[src/rtl/error_capture_pkg.sv]
// error_capture_pkg
// Shared definitions for the error capture unit:
//   - cause codes reported on error_cause
//   - FSM state type for the RUN/FAULT controller
package error_capture_pkg;

    localparam logic [2:0] CAUSE_NONE         = 3'd0;
    localparam logic [2:0] CAUSE_DECODE       = 3'd1;
    localparam logic [2:0] CAUSE_MULTI_SELECT = 3'd2;
    localparam logic [2:0] CAUSE_EXEC         = 3'd3;
    localparam logic [2:0] CAUSE_NO_SELECT    = 3'd4;

    typedef enum logic {
        ST_RUN   = 1'b0,
        ST_FAULT = 1'b1
    } ecu_state_t;

endpackage : error_capture_pkg

[src/rtl/error_capture_lowest_set_index.sv]
// lowest_set_index
// Priority encoder: index of the lowest set bit of vec, plus a valid flag.
// Ports:
//   vec   in  WIDTH  bits to encode
//   idx   out IDX_W  index of lowest set bit (0 when no bit set)
//   valid out 1      at least one bit of vec is set
module lowest_set_index #(
    parameter int WIDTH = 11,
    parameter int IDX_W = (WIDTH > 1) ? $clog2(WIDTH) : 1
) (
    input  logic [WIDTH-1:0] vec,
    output logic [IDX_W-1:0] idx,
    output logic             valid
);

    // Scan from the top down so the lowest set bit is the last one written.
    always_comb begin
        idx = '0;
        for (int i = WIDTH - 1; i >= 0; i--) begin
            if (vec[i]) idx = IDX_W'(i);
        end
    end

    assign valid = |vec;

endmodule : lowest_set_index

[src/rtl/error_capture_unit.sv]
// error_capture_unit
// Samples decode/execute fault sources, classifies each fault by cause,
// captures the first fault (cause, opcode index, pc) and holds it with a
// halt request until error_clear. Counts every fault event (saturating).
// Optional feature macro: ERROR_NO_OPCODE_CHECK_EN -- an all-zero opcode
// selection in the execute stage becomes a NO_SELECT fault.
// Ports:
//   clk, rst                  clock, synchronous active-high reset
//   current_pipeline_stage    stage of the multi-cycle pipeline
//   id_opcode_decoding_error  illegal instruction from decode
//   ex_opcode_selection       one-hot unit select
//   ex_errors                 per-unit error flags
//   pc                        PC of the instruction in flight
//   error_clear               releases a held fault
//   error, halt_request       high while a fault is held
//   error_cause               captured cause code
//   error_opcode_index        captured failing unit index (EXEC only)
//   error_pc                  captured PC
//   error_count               saturating fault event count
module error_capture_unit
    import error_capture_pkg::*;
#(
    parameter int NUM_OPCODES   = 11,
    parameter int STAGE_W       = 2,
    parameter int DECODE_STAGE  = 2,
    parameter int EXECUTE_STAGE = 3,
    parameter int COUNT_W       = 8,
    localparam int IDX_W = (NUM_OPCODES > 1) ? $clog2(NUM_OPCODES) : 1
) (
    input  logic                   clk,
    input  logic                   rst,
    input  logic [STAGE_W-1:0]     current_pipeline_stage,
    input  logic                   id_opcode_decoding_error,
    input  logic [NUM_OPCODES-1:0] ex_opcode_selection,
    input  logic [NUM_OPCODES-1:0] ex_errors,
    input  logic [31:0]            pc,
    input  logic                   error_clear,
    output logic                   error,
    output logic                   halt_request,
    output logic [2:0]             error_cause,
    output logic [IDX_W-1:0]       error_opcode_index,
    output logic [31:0]            error_pc,
    output logic [COUNT_W-1:0]     error_count
);

    ecu_state_t       state_q, state_d;
    logic [2:0]       cause;
    logic             fault_evt;
    logic             capture, zero_fields;
    logic             multi_sel, exec_hit;
    logic [IDX_W-1:0] exec_idx;

    wire in_decode  = (current_pipeline_stage == STAGE_W'(DECODE_STAGE));
    wire in_execute = (current_pipeline_stage == STAGE_W'(EXECUTE_STAGE));

    // Clearing the lowest set bit leaves something only if two or more were set.
    assign multi_sel = |((ex_opcode_selection - NUM_OPCODES'(1)) & ex_opcode_selection);

    lowest_set_index #(.WIDTH(NUM_OPCODES), .IDX_W(IDX_W)) u_lsi (
        .vec   (ex_errors & ex_opcode_selection),
        .idx   (exec_idx),
        .valid (exec_hit)
    );

    always_comb begin
        cause = CAUSE_NONE;
        if (in_decode && id_opcode_decoding_error) begin
            cause = CAUSE_DECODE;
        end else if (in_execute) begin
            if (multi_sel)     cause = CAUSE_MULTI_SELECT;
            else if (exec_hit) cause = CAUSE_EXEC;
`ifdef ERROR_NO_OPCODE_CHECK_EN
            else if (ex_opcode_selection == '0) cause = CAUSE_NO_SELECT;
`endif
        end
    end

    assign fault_evt = (cause != CAUSE_NONE);

    always_ff @(posedge clk) begin
        if (rst) state_q <= ST_RUN;
        else     state_q <= state_d;
    end

    // A clear that coincides with a new event re-captures instead of dropping it.
    always_comb begin
        state_d     = state_q;
        capture     = 1'b0;
        zero_fields = 1'b0;
        case (state_q)
            ST_RUN: begin
                if (fault_evt) begin
                    state_d = ST_FAULT;
                    capture = 1'b1;
                end
            end
            ST_FAULT: begin
                if (error_clear) begin
                    if (fault_evt) begin
                        capture = 1'b1;
                    end else begin
                        state_d     = ST_RUN;
                        zero_fields = 1'b1;
                    end
                end
            end
            default: state_d = ST_RUN;
        endcase
    end

    always_ff @(posedge clk) begin
        if (rst) begin
            error_cause        <= CAUSE_NONE;
            error_opcode_index <= '0;
            error_pc           <= '0;
        end else if (capture) begin
            error_cause        <= cause;
            error_opcode_index <= (cause == CAUSE_EXEC) ? exec_idx : '0;
            error_pc           <= pc;
        end else if (zero_fields) begin
            error_cause        <= CAUSE_NONE;
            error_opcode_index <= '0;
            error_pc           <= '0;
        end
    end

    always_ff @(posedge clk) begin
        if (rst)                                 error_count <= '0;
        else if (fault_evt && (error_count != '1)) error_count <= error_count + COUNT_W'(1);
    end

    assign error        = (state_q == ST_FAULT);
    assign halt_request = (state_q == ST_FAULT);

endmodule : error_capture_unit

[config.mk]
export PLATFORM = sky130hd
export DESIGN_NAME = error_capture_unit
export DESIGN_NICKNAME = d
export VERILOG_FILES = /design/src/rtl/error_capture_pkg.sv /design/src/rtl/error_capture_lowest_set_index.sv /design/src/rtl/error_capture_unit.sv
export SDC_FILE = /design/constraint.sdc
export NUM_CORES = 1
export LEC_CHECK = 0
export CORE_ASPECT_RATIO = 0.8
export CORE_UTILIZATION = 44
export DETAILED_ROUTE_END_ITERATION = 8
export GPL_TIMING_DRIVEN = 0
export PLACE_DENSITY = 0.84
export SYNTH_ARGS = -nofsm -noshare
export SYNTH_HDL_FRONTEND = slang
export SYNTH_SLANG_ARGS = --single-unit
[constraint.sdc]
create_clock -name clk -period 4.8 [get_ports clk]
set_input_delay 0.48 -clock clk [delete_from_list [all_inputs] [get_ports clk]]
set_output_delay 0.48 -clock clk [all_outputs]
set_load 0.02 [all_outputs]
==> summary.txt <==
Finish
  • Fin area: 3570 um^2
  • Area grow syn2layout: 54.9%
  • Layout cells sized above 1: 0.0604
  • ANT cells: 0
  • Fillers: ~400
  • Nets: 441
  • Final Non-Filler Cells: 443

Synth
  • Cell variety after synth: 43
  • Count leader, synth: nand2_1
  • Top_reg_cell synth: dfxtp_1
  • Largest area contributor in the netlist: dfxtp_1
  • Post-Syn Area per Cell: roughly 8.7 um^2
  • Top cells by count, synth: nand2_1 (50), dfxtp_1 (47), nand2b_1 (34)
  • Synthesized flop and latch total: 47
  • Ranking of synthesized cells by area: dfxtp_1 (41%), mux2i_1 (14%), nand2b_1 (9.2%)
  • Number of flops mapped to enable cells by yosys: 0
  • Ys Warns: 0
  • Share of the synthesized area in the top cell type: 0.408
  • Ys async rst share: 0
  • Sequential share of the synthesized area: 0.408
  • Post-synthesis cell area: between 2000 and 2500 um^2
  • Syn nets: 327
  • Cells after Synth: between 200 and 300

Power
  • Sequential power share: 0.432
  • Final Total Pwr: 1.00 mW
  • Gate power share: 0.268
  • Clk pwr share: 0.301
  • Max VDD drop: about 0.20 mV
  • Sw power: 0.277 mW
  • Cell-internal power: 0.727 mW
  • Leakage: 1.40 nW
  • Power per Cell Area: 281 nW/um^2
  • Sw frac: 0.276

Worst setup path
  • Crit Path Max Fanout: 6
  • Worst Setup End Kind: flip-flop
  • Crit Path Class: in -> reg
  • Startpoint Class: primary input
  • CP Data Required Time: 5.04 ns
  • Critical path arrival: just over 3 ns

Timing
  • Peak Freq: 0.348 GHz
  • Slew Viols, Final: 0
  • Setup tns final: 0 ns
  • Relative slew margins: 0.383
  • Final hold violations: 0
  • Actual slew at the worst max-slew pin: 0.914 ns
  • RSZ-0062 raised after global routing: false
  • Max Clock Skew: 0.0109 ns
  • Final period util: 0.599
  • Final setup violation count: 0
  • Hold slack: about 0.45 ns
  • Post-layout min period: 2.87 ns

Clocking
  • Hold_buf cts: 0
  • Maximum root-to-sink buffer count: 2
  • Total CTS buffers: 5
  • Clock latency on the worst-skew pair: 0.31 ns
  • CTS H-tree lvls: 2
  • Post_cts resized: 0
  • Post-CTS Setup Bufs: 0
  • Worst-path clk slew: 0.08 ns
  • # clock sinks: 47
  • CTS tree: yes
  • CTS Root Cell: clkbuf_8

Routing
  • Via count: ~2,400
  • Antenna-violating nets left: 0
  • Drt wl/cell: 14.7 um
  • Drt pass-1 iters: 4
  • Vias/cell: ~5.3
  • Total wire length: 6520 um
  • Violation count after the first detailed-route iteration: between 100 and 150
  • DRC: 0

Global route
  • GRT Total Usage: 0.230
  • Initial antenna violation count: 0
  • Grt ovf: 0
  • Vias in the first global route: 2,122
  • Global-route wire length before repair: 10,100 um
  • Pin count of the biggest net entering global routing: 15

Floorplan
  • Die H: 66.8 um
  • Width of the die: between 80 and 90 um
  • Die area: 5540 um^2
  • I/O pins: 109
  • Core Rows: 23
  • Floorplan core area: 5040 um^2
  • Starting density of the core: 0.458

Placed design
  • Placer Congestion: 0.836
  • Port Buffer Count: ~110
  • Dpl cells: 435
  • Post-DP Area: 3460 um^2
  • Post-detail-place hpwl: between 5000 and 6000 um

Min path
  • Hold Path Class: reg -> reg

Run
  • Max-Cap Viols: 0

Outcome
  • Status: finished clean
==> critical path: stages <==
cell and delay, ns:
clkdlybuf4s50_1 0.50, a222oi_1 0.46, and3_2 0.28, a31oi_1 0.16, o41ai_1 0.89, a22oi_1 0.20, nor2_1 0.12
==> metal layers <==
| layer | track usage | vias to the layer above | part of all wire |
|---|---|---|---|
| li1 | - | 1157 | - |
| met1 | 0.298 | 1090 | 0.44 |
| met2 | 0.376 | 90 | 0.47 |
| met3 | 0.0397 | 18 | 0.068 |
| met4 | 0.108 | 0 | 0.030 |
| met5 | 0 | - | 0 |
==> final cells by class <==
class                      instances  area (um^2)  area share
buffer                            14         72.6      0.0203
clock buffer                       6         82.6      0.0231
clock inverter                     2         35.0     0.00980
inverter                           3         11.3     0.00315
multi-input combinational        202         1280       0.359
sequential                        47          941       0.263
tap                               62         77.6      0.0217
timing repair buffer             107         1070       0.300
==> layout by cell type, fill, tap and decap left out, types with 3 or more instances in the layout <==
cell type and count:
nor3_1 4, nand2_1 50, nor2_1 10, inv_1 3, nand2b_1 34, o21ai_0 9
nor2b_1 3, mux2i_1 32, clkdlybuf4s50_1 107, clkbuf_8 6, clkbuf_1 6, a21oi_1 14
or3_1 6, dfxtp_1 47, buf_2 5, a22oi_1 4
==> metrics by stage <==
step                      setup WS, ns  utilization
after detailed placement          1.63        0.686
after global routing              1.67        0.710
after floorplan                   2.55            -
after global placement            1.64        0.686
after CTS                         1.94        0.710
final                             1.93        0.710
==> worst paths after layout <==
path,startpoint,endpoint,slack (ns),cells after the start
max reg2reg,error,error_opcode_index[1],3.01,4
min reg2reg,error_cause[0],error_cause[0],0.45,2
min,error_cause[0],error_cause[0],0.45,2
max,ex_opcode_selection[1],error_opcode_index[1],1.93,7
==> power groups by stage <==
stage	clock network, mW	logic (mW)	registers (mW)
2_1_floorplan	0	0.0993	0.475
3_3_place_gp	0	0.263	0.441
3_5_place_dp	0	0.268	0.443
4_1_cts	0.309	0.269	0.433
5_1_grt	0.323	0.285	0.438
6_report	0.302	0.269	0.433
==> cell families after synthesis <==
| group | synth area share |
|---|---|
| other | 0.00162 |
| buffers and inverters | 0.0363 |
| AO/OA/AOI/OAI | 0.131 |
| multiplexers | 0.144 |
| AND/OR/NAND/NOR | 0.270 |
| flip-flops | 0.408 |
| adder cells (fa/ha/maj) | 0.00976 |
==> sequential cells by signal, summed over array words and instances (netlist names) <==
register	flops
error_pc	32
error	1
error_cause	2
error_opcode_index	4
error_count	8
Power figures use the tool's default switching activity.
